**config.mk**
```make
export PLATFORM = sky130hd
export DESIGN_NAME = keypad_scan_flat
export DESIGN_NICKNAME = d
export VERILOG_FILES = /design/src/rtl/keypad_pkg.sv /design/src/rtl/keypad_scan_if.sv /design/src/rtl/keypad_stable_timer.sv /design/src/rtl/keypad_scan.sv /design/src/flat_wrapper.sv
export SDC_FILE = /design/constraint.sdc
export NUM_CORES = 1
export LEC_CHECK = 0
export ABC_AREA = 1
export CORE_MARGIN = 1
export CORE_UTILIZATION = 62
export CTS_CLUSTER_DIAMETER = 120
export DETAILED_ROUTE_END_ITERATION = 10
export GPL_ROUTABILITY_DRIVEN = 0
export HOLD_SLACK_MARGIN = 0.08
export PLACE_DENSITY = 0.94
export REMOVE_ABC_BUFFERS = 1
export SKIP_CTS_REPAIR_TIMING = 1
export SYNTH_ARGS = -nofsm -noshare
export SYNTH_HDL_FRONTEND = slang
export SYNTH_HIERARCHICAL = 1
export SYNTH_SLANG_ARGS = --single-unit
```
**constraint.sdc**
```tcl
create_clock -name clk -period 3.7 [get_ports clk]
set_input_delay 0.925 -clock clk [delete_from_list [all_inputs] [get_ports clk]]
set_output_delay 0.925 -clock clk [all_outputs]
set_load 0.01 [all_outputs]
```
**src/rtl/keypad_pkg.sv**
```systemverilog
// Shared types and constants for the 4x4 keypad scanner.
package keypad_pkg;

  localparam int unsigned ROWS  = 4;
  localparam int unsigned COLS  = 4;
  localparam int unsigned KEY_W = 4;
  localparam int unsigned ROW_W = $clog2(ROWS);
  localparam int unsigned COL_W = $clog2(COLS);

  typedef enum logic [1:0] {
    StScan,
    StDebounce,
    StPressed,
    StRelease
  } state_e;

  // Index of the lowest-numbered active-low row; 0 when none is low.
  function automatic logic [ROW_W-1:0] lowest_low_row(input logic [ROWS-1:0] rows_n);
    logic [ROW_W-1:0] idx;
    idx = '0;
    for (int i = ROWS - 1; i >= 0; i--) begin
      if (!rows_n[i]) idx = ROW_W'(i);
    end
    return idx;
  endfunction

endpackage

```
**src/rtl/keypad_scan_if.sv**
```systemverilog
// Key output handshake: code/valid/overrun from the scanner, ready from the consumer.
interface keypad_scan_if;
  import keypad_pkg::*;

  logic [KEY_W-1:0] key_code;
  logic             key_valid;
  logic             key_ready;
  logic             overrun;

  modport master (output key_code, output key_valid, output overrun, input key_ready);
  modport slave  (input key_code, input key_valid, input overrun, output key_ready);

endinterface

```
**src/rtl/keypad_stable_timer.sv**
```systemverilog
// Saturating counter of stable cycles; done once Limit cycles have been counted.
module keypad_stable_timer #(
  parameter int unsigned Limit = 4096
) (
  input  logic clk,
  input  logic rst,
  input  logic clr_i,
  input  logic en_i,
  output logic done_o
);

  localparam int unsigned CntW = $clog2(Limit + 1);

  logic [CntW-1:0] cnt_q, cnt_d;

  assign done_o = (cnt_q == CntW'(Limit));

  always_comb begin
    cnt_d = cnt_q;
    if (clr_i) begin
      cnt_d = '0;
    end else if (en_i && !done_o) begin
      cnt_d = cnt_q + 1'b1;
    end
  end

  always_ff @(posedge clk) begin
    if (rst) cnt_q <= '0;
    else     cnt_q <= cnt_d;
  end

endmodule

```
**src/rtl/keypad_scan.sv**
```systemverilog
// 4x4 matrix keypad scanner: column scan, press/release debounce and a one-deep
// output register with ready/valid handshake and overrun reporting.
module keypad_scan
  import keypad_pkg::*;
#(
  parameter int unsigned SCAN_DIV  = 1000,
  parameter int unsigned DB_CYCLES = 4096
) (
  input  logic            clk,
  input  logic            rst,
  input  logic [ROWS-1:0] row_n,
  output logic [COLS-1:0] col_n,
  keypad_scan_if.master   key_if
);

  localparam int unsigned DivW = $clog2(SCAN_DIV);

  logic [ROWS-1:0]  row_s1_q, row_s2_q;
  state_e           state_q, state_d;
  logic [COL_W-1:0] col_q, col_d;
  logic [ROW_W-1:0] row_q, row_d;
  logic [DivW-1:0]  div_q, div_d;
  logic [KEY_W-1:0] code_q, code_d;
  logic             valid_q, valid_d;
  logic             ovr_q, ovr_d;
  logic             tmr_clr, tmr_en, tmr_done;
  logic             offer;
  logic             row_hi;

  assign row_hi = row_s2_q[row_q];
  assign col_n  = ~(COLS'(1) << col_q);

  assign key_if.key_code  = code_q;
  assign key_if.key_valid = valid_q;
  assign key_if.overrun   = ovr_q;

  keypad_stable_timer #(
    .Limit (DB_CYCLES)
  ) u_timer (
    .clk    (clk),
    .rst    (rst),
    .clr_i  (tmr_clr),
    .en_i   (tmr_en),
    .done_o (tmr_done)
  );

  always_comb begin
    state_d = state_q;
    col_d   = col_q;
    row_d   = row_q;
    div_d   = div_q;
    tmr_clr = 1'b0;
    tmr_en  = 1'b0;
    offer   = 1'b0;
    unique case (state_q)
      StScan: begin
        tmr_clr = 1'b1;
        if (div_q == DivW'(SCAN_DIV - 1)) begin
          div_d = '0;
          if (row_s2_q != '1) begin
            row_d   = lowest_low_row(row_s2_q);
            state_d = StDebounce;
          end else begin
            col_d = col_q + 1'b1;
          end
        end else begin
          div_d = div_q + 1'b1;
        end
      end
      StDebounce: begin
        if (row_hi) begin
          tmr_clr = 1'b1;
          col_d   = col_q + 1'b1;
          state_d = StScan;
        end else if (tmr_done) begin
          state_d = StPressed;
        end else begin
          tmr_en = 1'b1;
        end
      end
      StPressed: begin
        offer   = 1'b1;
        tmr_clr = 1'b1;
        state_d = StRelease;
      end
      StRelease: begin
        // Any low cycle restarts the release window.
        if (!row_hi) begin
          tmr_clr = 1'b1;
        end else if (tmr_done) begin
          col_d   = col_q + 1'b1;
          state_d = StScan;
        end else begin
          tmr_en = 1'b1;
        end
      end
      default: state_d = StScan;
    endcase
  end

  always_comb begin
    code_d  = code_q;
    valid_d = valid_q;
    ovr_d   = 1'b0;
    if (valid_q && key_if.key_ready) valid_d = 1'b0;
    if (offer) begin
      if (!valid_q || key_if.key_ready) begin
        code_d  = {row_q, col_q};
        valid_d = 1'b1;
      end else begin
        ovr_d = 1'b1;
      end
    end
  end

  always_ff @(posedge clk) begin
    if (rst) begin
      row_s1_q <= '1;
      row_s2_q <= '1;
      state_q  <= StScan;
      col_q    <= '0;
      row_q    <= '0;
      div_q    <= '0;
      code_q   <= '0;
      valid_q  <= 1'b0;
      ovr_q    <= 1'b0;
    end else begin
      row_s1_q <= row_n;
      row_s2_q <= row_s1_q;
      state_q  <= state_d;
      col_q    <= col_d;
      row_q    <= row_d;
      div_q    <= div_d;
      code_q   <= code_d;
      valid_q  <= valid_d;
      ovr_q    <= ovr_d;
    end
  end

endmodule

```
**src/flat_wrapper.sv**
```systemverilog
// flat-port wrapper written by rule: the top's interface ports become plain ports
module keypad_scan_flat import keypad_pkg::*;
#(
  parameter int unsigned SCAN_DIV  = 1000,
  parameter int unsigned DB_CYCLES = 4096
)
  (clk, rst, row_n, col_n, key_if_key_code, key_if_key_valid, key_if_overrun, key_if_key_ready);
  keypad_scan_if key_if_i ();
  input  logic clk;
  input  logic rst;
  input  logic [ROWS-1:0] row_n;
  output logic [COLS-1:0] col_n;
  output wire logic [$bits(key_if_i.key_code)-1:0] key_if_key_code;
  output wire logic [$bits(key_if_i.key_valid)-1:0] key_if_key_valid;
  output wire logic [$bits(key_if_i.overrun)-1:0] key_if_overrun;
  input wire logic [$bits(key_if_i.key_ready)-1:0] key_if_key_ready;
  assign key_if_key_code = key_if_i.key_code;
  assign key_if_key_valid = key_if_i.key_valid;
  assign key_if_overrun = key_if_i.overrun;
  assign key_if_i.key_ready = key_if_key_ready;
  keypad_scan #(.SCAN_DIV(SCAN_DIV), .DB_CYCLES(DB_CYCLES)) u_core (.clk(clk), .rst(rst), .row_n(row_n), .col_n(col_n), .key_if(key_if_i));
endmodule
```
# Word-level counts from Yosys, hierarchy flattened
# Cells that the tools add are included.
[word_totals]
reg_bits = 43
inputBits = 7
output_inout_bits = 10
word_cells = 76
[classes]
n_addsub = 3
magnitude_cmp = 1
eq_ne = 13
shifts = 1
mux = 32
n_bitwise = 2
reduce_logical = 14
[op_table]
columns = ["operator", "count"]
rows = [
  ["2-to-1 mux 2 bit", 15],
  ["adder 13 x 1 -> 13 bit, second input constant", 1],
  ["== test 13 bit, second input constant", 1],
  ["2-to-1 mux 1 bit", 11],
  ["adder 10 x 1 -> 10 bit, second input constant", 1],
  ["== test 10 bit, second input constant", 1],
  ["2-to-1 mux 10 bit", 1],
  ["inequality test 2 x 1 -> 1 bit, second input constant", 4],
  ["case mux 2 bit (4 select lines)", 1],
  ["case mux 2 bit (3 select lines)", 1],
  ["AND reduction 6 bit", 1],
  ["OR reduction 2 bit", 3],
  ["AND reduction 5 bit", 1],
  ["== test 2 bit, second input constant", 2],
  ["inequality test 2 bit, second input constant", 2],
  ["inequality test 4 bit, second input constant", 1],
  ["NOT 4 bit", 1],
  ["<< shifter 1 x 2 -> 4 bit, first input constant", 1],
  ["less-than comparator 2 x 3 -> 1 bit, second input constant", 1],
  ["inequality test 3 x 2 -> 1 bit, second input constant", 1],
  ["case mux 1 bit (3 select lines)", 1],
  ["AND reduction 3 bit", 1],
  ["nonzero test 3 bit", 1],
  ["adder 2 x 1 -> 2 bit, second input constant", 1],
  ["other kinds (9)", 11],
]

# Depth between registers and ports, before layout
[logic_depth]
word_depth = 5
depth_mapped = 12
depth_no_buf = 12

# Hierarchy
# The synthesis kept the hierarchy.
[modules_own_cells]
columns = ["module", "n_inst", "cells_per_inst", "area_each_um2", "seq_area_each_um2"]
rows = [
  ["keypad_scan", 1, 180, 1425.1, 600.6],
  ["keypad_stable_timer", 1, 140, 907.1, 260.2],
]

# Worst setup path after synthesis
# Ideal clock, no wire load.
[synth_timing]
path_kind = "register -> register"
from = "register u_core.u_timer.cnt_q[0]"
to = "register u_core.u_timer.cnt_q[12]"
setup_ns = 0.070
arrival_ns = 1.943
t_required_ns = 3.630
slack_ns = 1.687
path_stages_with_launch = 11
path_buffers = 0
period_less_slack_ns = 2.013
path_cell_list = "dfxtp_1 -> inv_1 -> ha_1 -> nand2_1 -> nor2_2 -> and3_1 -> nor3_1 -> inv_1 -> a21oi_4 -> nand2_1 -> a21oi_1"
[synth_between]
elab_chain_len = 5
elab_cells_between_ends = 8
classes_between = "1 x add/sub; 1 x eq/ne; 4 x mux; 2 x reduce/logical"
[synth_lines]
columns = ["item", "line", "source"]
rows = [
  ["from (decl)", "keypad_stable_timer.sv:14", "logic [CntW-1:0] cnt_q, cnt_d;"],
  ["from (signal assigned)", "keypad_stable_timer.sv:29", "else cnt_q <= cnt_d;"],
  ["== test 13 bit (*)", "keypad_stable_timer.sv:16", "assign done_o = (cnt_q == CntW'(Limit));"],
  ["via u_core.tmr_done", "keypad_scan.sv:26", "logic tmr_clr, tmr_en, tmr_done;"],
  ["2-to-1 mux 1 bit (*)", "keypad_scan.sv:75, keypad_scan.sv:90", ""],
  ["2-to-1 mux 1 bit, on equally long branches", "keypad_scan.sv:88, keypad_scan.sv:71", ""],
  ["case mux 1 bit (2 select lines) (*)", "keypad_scan.sv:55", "unique case (state_q)"],
  ["via u_core.tmr_en", "keypad_scan.sv:26", ""],
  ["logical AND 1 bit (*)", "keypad_stable_timer.sv:22", "end else if (en_i && !done_o) begin"],
]
# The timed path passes the listed nets; every way through them passes the cells marked *.
# A chain may end at the register's enable or synchronous reset.

# Worst setup path after layout
[layout_timing]
from = "register u_core.col_q[0]"
to = "output port col_n[0]"
[layout_between]
elab_chain_len = 2
[layout_lines]
columns = ["item", "line", "source"]
rows = [
  ["from (decl)", "keypad_scan.sv:20", "logic [COL_W-1:0] col_q, col_d;"],
  ["from (signal assigned)", "keypad_scan.sv:131", "col_q <= col_d;"],
  ["<< shifter 1 x 2 -> 4 bit", "keypad_scan.sv:31", "assign col_n = ~(COLS'(1) << col_q);"],
  ["NOT 4 bit", "keypad_scan.sv:31", ""],
  ["to (decl)", "flat_wrapper.sv:12", "output logic [COLS-1:0] col_n;"],
]
# Every way passes these cells.

==> out/qor.yml <==
core_sq_um: 3470
overflow: 0
synth-seq-cells: 43
grt_pass1_wl_microns: 7880
ioPinCount: 17
synth_area_sq_um: 2330
crit_path_end_kind: "output pin"
fin_crit_sh_pct: 67.8
dp.final_hpwl_microns: 3430
cts_sinks: 43
syn_area_per_cell_sq_um: 7.29
viasPerCell: 5.31
tns_ps: 0
hp-class: "flop to flop"
p_int_uw: 615
antenna_found_initial: 0
wl_microns: 4580
drt_iter0_markers: 148
critPathKind: "flop to output pin"
synth_flop_cell: "dfxtp_1"
hold_viol_final: 0
finalClockSkew_ps: 7.78
track_usage_pct: 25.3
dpl_worst_slack_ps: 1310
vias: 2049
clock_path_buffers: 2
tightest_slew_ps: 749
p_sw_share_pct: 23.0
rsz0062_at_grt: "no"
ctsHtreeMaxLevel: 2
status: "finished clean"
power.total_uw: 799
dr.pass1.iters: 5
worst_slew_margin_rel_pct: 49.7
layout.nets: 353
p_sw_uw: 184
drt.antenna.violating_nets: 0
path_cells: "inv_1 > ha_1 > inv_1 > clkdlybuf4s50_1"
wire_per_inst_microns: 11.9
fill_cells: 257
die_h_microns: 63.3
area_delta_synth_final_pct: 11.7
p_comb_share_pct: 3.6
p_clk_share_pct: 37.1
final_max_slew_viol_count: 0
tritoncts: "done"
grt_pass1_vias: 1930
post-route-drc-count: 0
startpoint_type: "flop"
clock_latency_ps: 300
fin_hold_ws_ps: 417
ys_seq_area_share_pct: 36.9
cts_buffers: 5
die_w_microns: 63.3
synth-edff-count: 0
dieArea_sq_um: 4010
maxCapViolations: 0
yosys.cell_types.count: 38
clk_pin_slew_worst_paths_ps: 80
seqPwrFrac_pct: 59.3
cp.arrival_ps: 1580
portBuffers: 16
setup_viol: 0
drive_gt1_share_pct: 17.4
cpMostUsedCell: "inv_1"
ir_worst_vdd_v: 0.000262
final_core_util_pct: 75.1
power.density_nw_per_um2: 307
start_util_pct: 67.2
crit_fanout: 4
total_leakage_power_nw: 1.04
slowest_stage: "clkdlybuf4s50_1"
crit_family: "buffers and inverters"
n_antenna_cell: 0
async_reset_ff_share_pct: 0
finalWorstSetupSlack_ps: 1190
min_period_ps: 2510
path_buf_inv: 3
cts_root_buf: "clkbuf_8"
num_rows: 21
grt_max_degree: 15
cpPeakStageDelay_ps: 520
syn_inst: 320
fmax_ghz: 0.398
yosys_warnings: 6
required_ps: 2770
[cells in the mapped netlist (all sizes together) (7+ instances only)]
cell	n	area [sq um]
o21ai	10	50.1
ha	7	87.6
dfxtp	43	861
nor3	9	66.3
nor2	52	245
inv	42	158
nand4	7	50.1
nand2	77	327
xor2	7	61.3
or2	8	50.1
nand3	16	97.6
a21oi	22	125
[metrics by stage]
stage / cell area [sq um] / std cells
after floorplan: 2290 / 315
after global placement: 2520 / 378
after detailed placement: 2520 / 378
after CTS: 2610 / 386
after global routing: 2610 / 386
final: 2610 / 386
[sequential cells by signal, summed over array words and instances (netlist names), named ones only]
name and flops:
u_core/row_s2_q 4, u_core/key_if.overrun 1, u_core/state_q 1, u_core/u_timer/cnt_q 13
u_core/key_if.key_code 4, u_core/row_q 2, u_core/div_q 10, u_core/row_s1_q 4
u_core/col_q 2, u_core/key_if.key_valid 1
[cell type report]
type                            instances  area, sq um  share of cell area (%)
Multi-Input combinational cell        229         1270                    48.7
Sequential cell                        43          861                    33.0
Timing Repair Buffer                   17          168                    6.44
Inverter                               43          163                    6.24
Clock buffer                            5         68.8                    2.64
Tap cell                               46         57.6                    2.21
Clock inverter                          3         20.0                   0.768
[logic make-up (layout without fill, tap and decap cells)]
logic type | after synthesis | in the layout | share of synthesized area, %
XOR/XNOR | 8 | 8 | 3.00
adder cells (fa/ha/maj) | 7 | 7 | 3.76
AND/OR/NAND/NOR | 174 | 174 | 37.4
AO/OA/AOI/OAI | 40 | 40 | 10.2
buffers and inverters | 48 | 68 | 8.74
flip-flops | 43 | 43 | 36.9
[layer usage]
layer  part of all wire, %  global-route usage [%]  wire, microns
met1                    42                    27.8           1940
met4                   1.9                    11.4             89
met5                     0                       0              0
met3                   7.0                    7.07            318
met2                    49                    44.7           2230
[layout by cell type (no fill, tap or decap), types with 6 or more instances in the layout]
cell,count
or2_2,8
nand4_1,6
xor2_1,7
dfxtp_1,43
clkdlybuf4s50_1,16
o21ai_0,8
nand3_1,14
nand2_2,12
nor3_1,6
inv_1,34
nor2_1,42
a21oi_1,20
ha_1,7
inv_2,8
nand2_1,64
[power groups by stage]
stage	Sequential (mW)	Clock, mW	Combinational (mW)
6_report	0.474	0.296	0.0291
5_1_grt	0.475	0.326	0.0323
4_1_cts	0.474	0.303	0.0294
3_5_place_dp	0.485	0	0.0292
3_3_place_gp	0.484	0	0.0278
2_1_floorplan	0.484	0	0.0161
[worst paths after layout]
check / from / to / slack, ps / depth (start not counted)
worst min-delay path: u_core/row_s1_q[0] / u_core/row_s2_q[0] / 420 / 1
worst min register to register: u_core/row_s1_q[0] / u_core/row_s2_q[0] / 420 / 1
worst max register to register: u_core/u_timer/cnt_q[0] / u_core/u_timer/cnt_q[7] / 1290 / 10
worst max-delay path: u_core/col_q[0] / col_n[0] / 1190 / 4
Power figures use the tool's default switching activity.
